`config.mk`:
```
export PLATFORM = sky130hd
export DESIGN_NAME = hog_block_norm
export DESIGN_NICKNAME = d
export VERILOG_FILES = /design/src/rtl/hog_block_norm.sv
export SDC_FILE = /design/constraint.sdc
export NUM_CORES = 2
export LEC_CHECK = 0
export ABC_AREA = 0
export BUFFER_PORTS_ARGS = -buffer_cell sky130_fd_sc_hd__buf_4
export CAP_MARGIN = 25
export CORE_AREA = 2 2 407 409
export CTS_CLUSTER_DIAMETER = 80
export CTS_CLUSTER_SIZE = 24
export DETAILED_ROUTE_END_ITERATION = 6
export DIE_AREA = 0 0 409 411
export PLACE_DENSITY = 0.68
export SYNTH_ARGS = -nofsm -noshare
export SYNTH_HDL_FRONTEND = slang
export SYNTH_SLANG_ARGS = --single-unit
```
`constraint.sdc`:
```
create_clock -name clk -period 7.8 [get_ports clk]
set_clock_uncertainty 0.15 [all_clocks]
set_input_delay 0.39 -clock clk [delete_from_list [all_inputs] [get_ports clk]]
set_output_delay 0.39 -clock clk [all_outputs]
set_load 0.005 [all_outputs]
```
`src/rtl/hog_block_norm.sv`:
```
// hog_block_norm: collects one HOG block (N_BIN bins) into a ping-pong bank,
// forms the L1 sum, then streams every (bin, sum) pair through a pipelined
// fractional divider and emits bin/sum as an unsigned Q0.OUT_W fraction.

// div2: fixed-latency restoring divider producing floor(a * 2^Q_W / b) for a <= b.
// Each of the LAT stages resolves Q_W/LAT quotient bits.
module div2 #(
    parameter int A_W = 20,
    parameter int B_W = 22,
    parameter int Q_W = 32,
    parameter int LAT = 16
) (
    input  logic           clk,
    input  logic [A_W-1:0] a,
    input  logic [B_W-1:0] b,
    output logic [Q_W-1:0] o
);
    localparam int BPS = Q_W / LAT;
    localparam int R_W = B_W + 1;

    // Remainder stays below 2*b, so one bit above the divisor width is enough.
    function automatic logic [R_W+BPS-1:0] div_iter(input logic [R_W-1:0] rem_in,
                                                    input logic [B_W-1:0] den);
        logic [R_W-1:0] r;
        logic [R_W:0]   sh;
        logic [BPS-1:0] q;
        r = rem_in;
        q = '0;
        for (int i = 0; i < BPS; i++) begin
            sh = {r, 1'b0};
            q  = q << 1;
            if (sh >= {2'b00, den}) begin
                sh   = sh - {2'b00, den};
                q[0] = 1'b1;
            end else begin
                q[0] = 1'b0;
            end
            r = sh[R_W-1:0];
        end
        return {r, q};
    endfunction

    logic [R_W-1:0]     rem_in [LAT];
    logic [B_W-1:0]     den_in [LAT];
    logic [R_W+BPS-1:0] step   [LAT];
    logic [R_W-1:0]     rem_r  [LAT-1];
    logic [B_W-1:0]     den_r  [LAT-1];
    logic [Q_W-1:0]     quo_r  [LAT];
    logic [R_W-1:0]     rem_last_unused;

    assign rem_in[0] = {{(R_W-A_W){1'b0}}, a};
    assign den_in[0] = b;
    assign rem_last_unused = step[LAT-1][R_W+BPS-1:BPS];
    assign o = quo_r[LAT-1];

    for (genvar s = 0; s < LAT; s++) begin : g_stage
        if (s > 0) begin : g_link
            assign rem_in[s] = rem_r[s-1];
            assign den_in[s] = den_r[s-1];
        end
        assign step[s] = div_iter(rem_in[s], den_in[s]);

        // Quotient bits land at a fixed position so every stage carries all Q_W bits.
        always_ff @(posedge clk) begin
            if (s == 0) begin
                quo_r[s] <= {step[s][BPS-1:0], {(Q_W-BPS){1'b0}}};
            end else begin
                quo_r[s] <= quo_r[(s > 0) ? s-1 : 0];
                quo_r[s][Q_W-1-s*BPS -: BPS] <= step[s][BPS-1:0];
            end
        end

        if (s < LAT-1) begin : g_rem
            // Partial remainder and divisor travel with the quotient.
            always_ff @(posedge clk) begin
                rem_r[s] <= step[s][R_W+BPS-1:BPS];
                den_r[s] <= den_in[s];
            end
        end
    end
endmodule

module hog_block_norm #(
    parameter int BIN_W   = 16,
    parameter int N_BIN   = 36,
    parameter int SUM_W   = 22,
    parameter int OUT_W   = 16,
    parameter int DIV_LAT = 16
) (
    input  logic             clk,
    input  logic             rst,
    input  logic             in_valid,
    output logic             in_ready,
    input  logic [BIN_W-1:0] in_bin,
    output logic             out_valid,
    output logic [OUT_W-1:0] out_norm,
    output logic             out_last
);
    localparam int A_W   = 20;
    localparam int Q_W   = 32;
    localparam int IDX_W = $clog2(N_BIN);
    localparam logic [IDX_W-1:0] IDX_LAST = IDX_W'(N_BIN - 1);

    typedef enum logic {IDLE, ISSUE} state_t;

    logic [BIN_W-1:0] bank_mem [2][N_BIN];
    logic [SUM_W-1:0] bank_sum [2];
    logic [1:0]       full;
    logic             wr_bank;
    logic [IDX_W-1:0] wr_idx;
    logic             rd_bank;
    logic [IDX_W-1:0] rd_idx;
    state_t           state;
    state_t           state_next;
    logic             issue;
    logic             issue_last;
    logic             accept;

    logic [BIN_W-1:0] issue_bin;
    logic [SUM_W-1:0] issue_sum;
    logic             issue_zero;
    logic             issue_sat;

    logic [DIV_LAT-1:0] sb_valid;
    logic [DIV_LAT-1:0] sb_last;
    logic [DIV_LAT-1:0] sb_zero;
    logic [DIV_LAT-1:0] sb_sat;

    logic [Q_W-1:0]       div_q;
    logic [Q_W-OUT_W-1:0] div_lo_unused;

    assign in_ready      = !full[wr_bank];
    assign accept        = in_valid && in_ready;
    assign issue_bin     = bank_mem[rd_bank][rd_idx];
    assign issue_sum     = bank_sum[rd_bank];
    assign issue_zero    = (issue_sum == {SUM_W{1'b0}});
    assign issue_sat     = ({{(SUM_W-BIN_W){1'b0}}, issue_bin} == issue_sum) && !issue_zero;
    assign div_lo_unused = div_q[Q_W-OUT_W-1:0];

    // Bin storage; a bank is only written while it is not full.
    always_ff @(posedge clk) begin
        if (accept) begin
            bank_mem[wr_bank][wr_idx] <= in_bin;
        end
    end

    // Write pointer, running L1 sum and the full flags (set by writer, cleared by issuer).
    always_ff @(posedge clk or posedge rst) begin
        if (rst) begin
            wr_idx      <= '0;
            wr_bank     <= 1'b0;
            bank_sum[0] <= '0;
            bank_sum[1] <= '0;
            full        <= 2'b00;
        end else begin
            if (accept) begin
                if (wr_idx == {IDX_W{1'b0}}) begin
                    bank_sum[wr_bank] <= {{(SUM_W-BIN_W){1'b0}}, in_bin};
                end else begin
                    bank_sum[wr_bank] <= bank_sum[wr_bank] + {{(SUM_W-BIN_W){1'b0}}, in_bin};
                end
                if (wr_idx == IDX_LAST) begin
                    wr_idx        <= '0;
                    wr_bank       <= !wr_bank;
                    full[wr_bank] <= 1'b1;
                end else begin
                    wr_idx <= wr_idx + 1'b1;
                end
            end
            if (issue_last) begin
                full[rd_bank] <= 1'b0;
            end
        end
    end

    // Issue FSM next-state: drain a full bank one pair per cycle, chain banks without a bubble.
    always_comb begin
        state_next = state;
        issue      = 1'b0;
        issue_last = 1'b0;
        case (state)
            IDLE: begin
                if (full[rd_bank]) begin
                    state_next = ISSUE;
                end else begin
                    state_next = IDLE;
                end
            end
            ISSUE: begin
                issue = 1'b1;
                if (rd_idx == IDX_LAST) begin
                    issue_last = 1'b1;
                    if (full[!rd_bank]) begin
                        state_next = ISSUE;
                    end else begin
                        state_next = IDLE;
                    end
                end else begin
                    state_next = ISSUE;
                end
            end
            default: begin
                state_next = IDLE;
            end
        endcase
    end

    // Issue FSM state, read index and read bank.
    always_ff @(posedge clk or posedge rst) begin
        if (rst) begin
            state   <= IDLE;
            rd_idx  <= '0;
            rd_bank <= 1'b0;
        end else begin
            state <= state_next;
            if (issue_last) begin
                rd_idx  <= '0;
                rd_bank <= !rd_bank;
            end else if (issue) begin
                rd_idx <= rd_idx + 1'b1;
            end else begin
                rd_idx <= '0;
            end
        end
    end

    div2 #(.A_W(A_W), .B_W(SUM_W), .Q_W(Q_W), .LAT(DIV_LAT)) u_div2 (
        .clk (clk),
        .a   ({{(A_W-BIN_W){1'b0}}, issue_bin}),
        .b   (issue_sum),
        .o   (div_q)
    );

    // Side-band flags aligned with the divider pipeline.
    always_ff @(posedge clk or posedge rst) begin
        if (rst) begin
            sb_valid <= '0;
            sb_last  <= '0;
            sb_zero  <= '0;
            sb_sat   <= '0;
        end else begin
            sb_valid <= {sb_valid[DIV_LAT-2:0], issue};
            sb_last  <= {sb_last[DIV_LAT-2:0], issue_last};
            sb_zero  <= {sb_zero[DIV_LAT-2:0], issue_zero};
            sb_sat   <= {sb_sat[DIV_LAT-2:0], issue_sat};
        end
    end

    // Output register: zero sum gives 0, bin equal to sum saturates, else truncated quotient.
    always_ff @(posedge clk or posedge rst) begin
        if (rst) begin
            out_valid <= 1'b0;
            out_norm  <= '0;
            out_last  <= 1'b0;
        end else begin
            out_valid <= sb_valid[DIV_LAT-1];
            if (sb_valid[DIV_LAT-1]) begin
                out_last <= sb_last[DIV_LAT-1];
                if (sb_zero[DIV_LAT-1]) begin
                    out_norm <= '0;
                end else if (sb_sat[DIV_LAT-1]) begin
                    out_norm <= '1;
                end else begin
                    out_norm <= div_q[Q_W-1 -: OUT_W];
                end
            end else begin
                out_last <= 1'b0;
            end
        end
    end
endmodule

```
* Word-level counts from Yosys, hierarchy flattened
Memory sizes are Yosys's and may differ from the RTL's.
Index checks and enable logic that the tools add are counted.
** Storage, ports and cells
- Bits in registers :: 143
- Bits in writable memories :: 2339
- Input bits :: 19
- Memories :: 4
** Operators by class
- $add $sub $neg :: 34
- Magnitude comparators :: 43
- Equality and inequality tests :: 3
- Mux-type cells :: 122
- Bitwise operators :: 23
- Reduce and logical (&&, ||, !) cells :: 13
** Memory list
- bank_mem :: words 2, width 576, read ports 1, clocked after Yosys merged registers in 0, wr ports 1, RTL line 106 : logic [BIN_W-1:0] bank_mem [2][N_BIN];
- u_div2.quo_r :: words 16, width 32, read ports 16, clocked after Yosys merged registers in 0, wr ports 16, RTL line 48 : logic [Q_W-1:0] quo_r [LAT];
- u_div2.rem_r :: words 15, width 23, read ports 15, clocked after Yosys merged registers in 0, wr ports 15, RTL line 46 : logic [R_W-1:0] rem_r [LAT-1];
- u_div2.den_r :: words 15, width 22, read ports 15, clocked after Yosys merged registers in 0, wr ports 15, RTL line 47 : logic [B_W-1:0] den_r [LAT-1];
** Operators by type and width (number)
- $ge A24 B22 Y1 :: 31
- $mux W23 :: 31
- $sub A23 B22 Y23 :: 30
- $mux W576 :: 1
- $mux W22 :: 7
- $bmux W16 S6 :: 1
- $demux W16 S6 :: 1
- $bwmux W44 :: 2
- $mux W16 :: 5
- $mux W1 :: 48
- $mux W44 :: 1
- $mux W2 :: 18
- $sub A17 B22 Y23 :: 1
- $add A22 B16 Y22 :: 1
- $demux W22 S1 :: 1
- $eq A16 B22 Y1 :: 1
- $ge A17 B22 Y1 :: 1
- $logic_not A22 Y1 :: 1
- $mux W6 :: 3
- $or A1 B1 Y1 const AB :: 15
- $ge A7 B7 Y1 const B :: 2
- $not A6 Y7 :: 2
- $add A6 B1 Y6 const B :: 2
- $eq A6 B6 Y1 const B :: 2
- other kinds (16) :: 30

* Logic depth before layout (Yosys ltp)
- Word-level depth :: 9
- Depth in mapped cells :: 35

* Cells and area by module
From an unflattened synthesis, not the netlist that was laid out.
** Second synthesis, totals
- Cells, all modules :: 9536
- Area, all modules :: 111862.3 µm²
** By module, submodules not included
- div2 :: instances 1, cells each 6796, area each 60247.8 µm², sequential area each 18958.2 µm²
- hog_block_norm :: instances 1, cells each 2740, area each 51614.5 µm², sequential area each 38171.6 µm²

* Worst setup path after synthesis
No wires, ideal clock.
- Kind :: flip-flop to flip-flop
- Start :: register rd_bank
- End :: memory u_div2.rem_r[0][10] (netlist name)
- Library setup time :: 0.121 ns
- Arrival time :: 6.723 ns
- Required time :: 7.529 ns
- Slack :: 0.806 ns
- Cell stages (with the launch flop) :: 32
- Path buffers :: 9
- Path through :: dfrtp_1 > buf_6 > buf_12 > buf_12 > buf_12 > buf_6 > buf_6 > buf_2 > mux4_2 > mux2i_1 > o32a_1 > inv_1 > ha_1 > a21o_1 > a21oi_2 > o21ai_2 > a221oi_2 > o21ai_1 > nand2_1 > a21oi_4 > buf_6 > mux2_2 > ha_1 > or4_1 > o2111ai_1 > o211ai_1 > o31ai_1 > a21oi_1 > a21oi_1 > o21a_1 > buf_4 > mux2_2
** RTL lines
- start: declaration :: RTL line 111 : logic rd_bank;
- start signal: assignment :: RTL line 218 : rd_bank <= !rd_bank;
- end: declaration :: RTL line 46

==> flow_metrics.py <==
metrics = {
    "synthesis": {
        "ys_ff_latch": 1810,
        "post-synth-top-area-cell": "edfxtp_1",
        "synth.cell_area_sq_mm": 0.0814,
        "synth-seq-area-share_pct": 59.6,
        "ys_top_cells_by_count": "1152 x edfxtp_1, 515 x dfxtp_1, 357 x ha_1",
        "area_share_of_the_largest_cell_type_after_synthesis_pct": 42.5,
        "synth.top_cells.by_area": "edfxtp_1 42%, dfxtp_1 13%, mux4_2 7.4%",
        "postSynth.asyncResetShare_pct": 7.90,
        "synth_cells": 5864,
        "dominantRegCellSynth": "edfxtp_1",
        "synth.yosys.warnings": 0,
        "syn_avg_cell_area_sq_um": 13.9,
        "yosys.cell_count.top_type": "edfxtp_1",
        "synth.net_count": 6249,
        "synth-edff-count": 1152,
        "ys_types": 104,
    },
    "floorplan": {
        "dieWidth_um": 409,
        "die-height_um": 411,
        "floorplan.die_area_sq_mm": 0.168,
        "placement_rows": 149,
        "i_o_pin_cnt": 38,
        "starting_utilization_of_the_core_area_pct": 49.7,
        "design.core.area_sq_mm": 0.164,
    },
    "setup_path": {
        "worst_ep_required_time_ns": 8.29,
        "timing.critical_path.to_type": "flip-flop",
        "critical_path_class": "reg2reg",
        "path_buf_inv": 3,
        "critical_path_peak_fanout": 11,
        "max_stage_delay_ns": 0.80,
        "critical_path.startpoint_type": "flip-flop",
        "path_common_cell": "a21oi_1",
        "timing.critical_path.slowest_stage_cell": "dfrtp_2",
        "critical_path.top_delay_family": "compound AO/OA/AOI/OAI gates",
        "cp.arrival_ns": 7.99,
        "regToRegSetupSlack_ns": 0.30,
    },
    "timing": {
        "final_min_period_over_clock_period_pct": 96.2,
        "finalSetupViolCount": 0,
        "finalWorstPathRequiredPeriod_ns": 7.50,
        "timing_hold_violations_final": 0,
        "tightestPinTransition_ns": 1.03,
        "max-slew-margin-rel_pct": 31.6,
        "drv_slew": 0,
        "max_freq_mhz": 133,
    },
    "grt": {
        "maximum_number_of_pins_on_one_net_before_global_route_repair": 84,
        "grt_util_met1_pct": 31.9,
        "grt_util_met2_pct": 38.8,
        "global_route_wire_length_before_repair_um": 300000,
        "groute.layer.met3.usage_pct": 3.46,
        "track_usage_pct": 23.4,
        "grt_pass1_vias": 48526,
        "antenna_found_initial": 7,
        "grt_busiest_layer": "met2",
        "overflow": 0,
    },
    "clock_tree": {
        "clock-root-buffer": "clkbuf_16",
        "cts_max_level": 3,
        "cts_buffers": 101,
        "cts_num_sinks": 1810,
        "ctsLongestPathBuffers": 3,
        "clk_transition_reported_paths_ns": 0.09,
        "clock_latency_ns": 0.79,
        "tritoncts": "yes",
    },
    "cells_and_area": {
        "n_fill_cell": 13271,
        "num-nets-final": 6482,
        "share_of_final_layout_standard_cells_stronger_than_drive_strength_1_pct": 16.6,
        "area_growth_syn_to_layout_pct": 9.21,
        "finish.utilization_pct": 54.2,
    },
    "placement": {
        "place.gp.congestion": 0.912,
        "port-buffer-count": 37,
        "place_hpwl_um": 137000,
    },
    "drt": {
        "post_route_ant_nets": 0,
        "count_of_unresolved_drc_violations_after_routing": 0,
        "number_of_search_and_repair_iterations_in_the_first_detailed_routing_pass": 5,
        "postRouteWirelength_um": 199000,
        "vias": 49297,
        "wl_per_cell_um": 23.8,
        "vias_per_cell": 5.90,
        "first_iter_violations": 4717,
    },
    "run_status": {
        "outcome": "finished clean",
    },
    "flow_run": {
        "maxCapViolations": 0,
    },
    "min_path": {
        "min-delay-path-class": "in2reg",
    },
}
-- state kept, by name, indices dropped and copies added (netlist names) --
name,count
u_div2.rem_r,161
out_norm,16
wr_bank,1
rd_bank,1
state,1
full,2
bank_sum,44
u_div2.den_r,154
bank_mem,1152
sb_zero,16
sb_valid,16
u_div2.quo_r,200
rd_idx,6
out_valid,1
out_last,1
sb_sat,16
wr_idx,6
sb_last,16
-- placed cells by master (no fill, tap or decap), drive strengths merged, types with 34 or more instances in the layout --
| cell type | netlist | final |
|---|---|---|
| edfxtp | 1152 | 1152 |
| dfxtp | 515 | 515 |
| ha | 357 | 357 |
| nand2 | 324 | 324 |
| nor2 | 317 | 317 |
| inv | 286 | 312 |
| a21oi | 311 | 311 |
| buf | 110 | 295 |
| o21ai | 288 | 288 |
| mux4 | 280 | 280 |
| mux2 | 235 | 235 |
| xnor2 | 215 | 215 |
| mux2i | 169 | 169 |
| dfrtp | 143 | 143 |
| clkbuf | 67 | 124 |
| a21o | 113 | 113 |
| nor3 | 82 | 82 |
| xor2 | 77 | 77 |
| o21a | 62 | 62 |
| nand3 | 59 | 59 |
| nand2b | 47 | 47 |
| nor2b | 47 | 47 |
| and3 | 45 | 45 |
| o21bai | 45 | 45 |
| a31oi | 41 | 41 |
| a211oi | 39 | 39 |
| o221ai | 34 | 34 |
-- final timing paths --
path | from | end | depth (start not counted)
worst max-delay path | rd_idx[1]$_DFF_PP0_ | u_div2.rem_r[0][16]$_DFF_P_ | 29
worst min-delay path | in_bin[5] | bank_mem[0][565]$_DFFE_PP_ | 1
worst max register to register | rd_idx[1]$_DFF_PP0_ | u_div2.rem_r[0][16]$_DFF_P_ | 29
worst min register to register | u_div2.quo_r[1][118]$_DFF_P_ | u_div2.quo_r[1][150]$_DFF_P_ | 0
max in group asynchronous | rst | rd_idx[0]$_DFF_PP0_ | 4
min in group asynchronous | rst | out_norm[9]$_DFFE_PP0P_ | 3
-- layer usage --
| layer | wire length (um) | up-vias |
|---|---|---|
| li1 | - | 22608 |
| met1 | 83700 | 24604 |
| met3 | 13600 | 337 |
| met4 | 7030 | 2 |
| met2 | 94800 | 1746 |
| met5 | 13 | - |
-- what timing repair did --
action / in CTS / in global routing
hold endpoints to repair: 217 / 0
resized for setup: 0 / 22
hold buffers: 11 / 0
buffers inserted: 0 / 15
setup endpoints to repair: 0 / 24
-- area by class of cell --
class	count	area [sq um]	share of cell area (%)
sequential	1810	48500	54.6
multi-input combinational	3588	30700	34.6
tap	2189	2740	3.08
clock buffer	122	2630	2.96
timing repair buffer	308	2600	2.92
inverter	288	1090	1.22
clock inverter	45	621	0.698
antenna	2	5.00	0.00563
-- cells by family (layout without fill, tap and decap cells) --
group / count (synthesis) / after routing / synth area share (%)
flops: 1810 / 1810 / 59.6
compound gates: 1154 / 1154 / 9.20
simple gates: 1092 / 1092 / 6.38
mux: 684 / 684 / 13.2
buf+inv: 466 / 763 / 2.78
fa+ha+maj: 366 / 366 / 5.71
xor+xnor: 292 / 292 / 3.14
other cells: 0 / 2 / 0
-- through the flow --
step	hold slack [ns]	cells	setup WS (ns)	instance area [sq um]	TNS, ns
floorplan	0.160	5864	0.806	81400	0
global placement	0.160	8156	0.160	85300	0
detailed placement	0.162	8156	0.123	85300	0
CTS	0.0404	8334	0.0418	88700	0
global route	0.0867	8351	-0.0143	88900	-0.0449
finish	0.0826	8352	0.295	88900	0
Power is not shown: default switching activity piles up to over one toggle a cycle in this logic, so the estimate is an artifact.
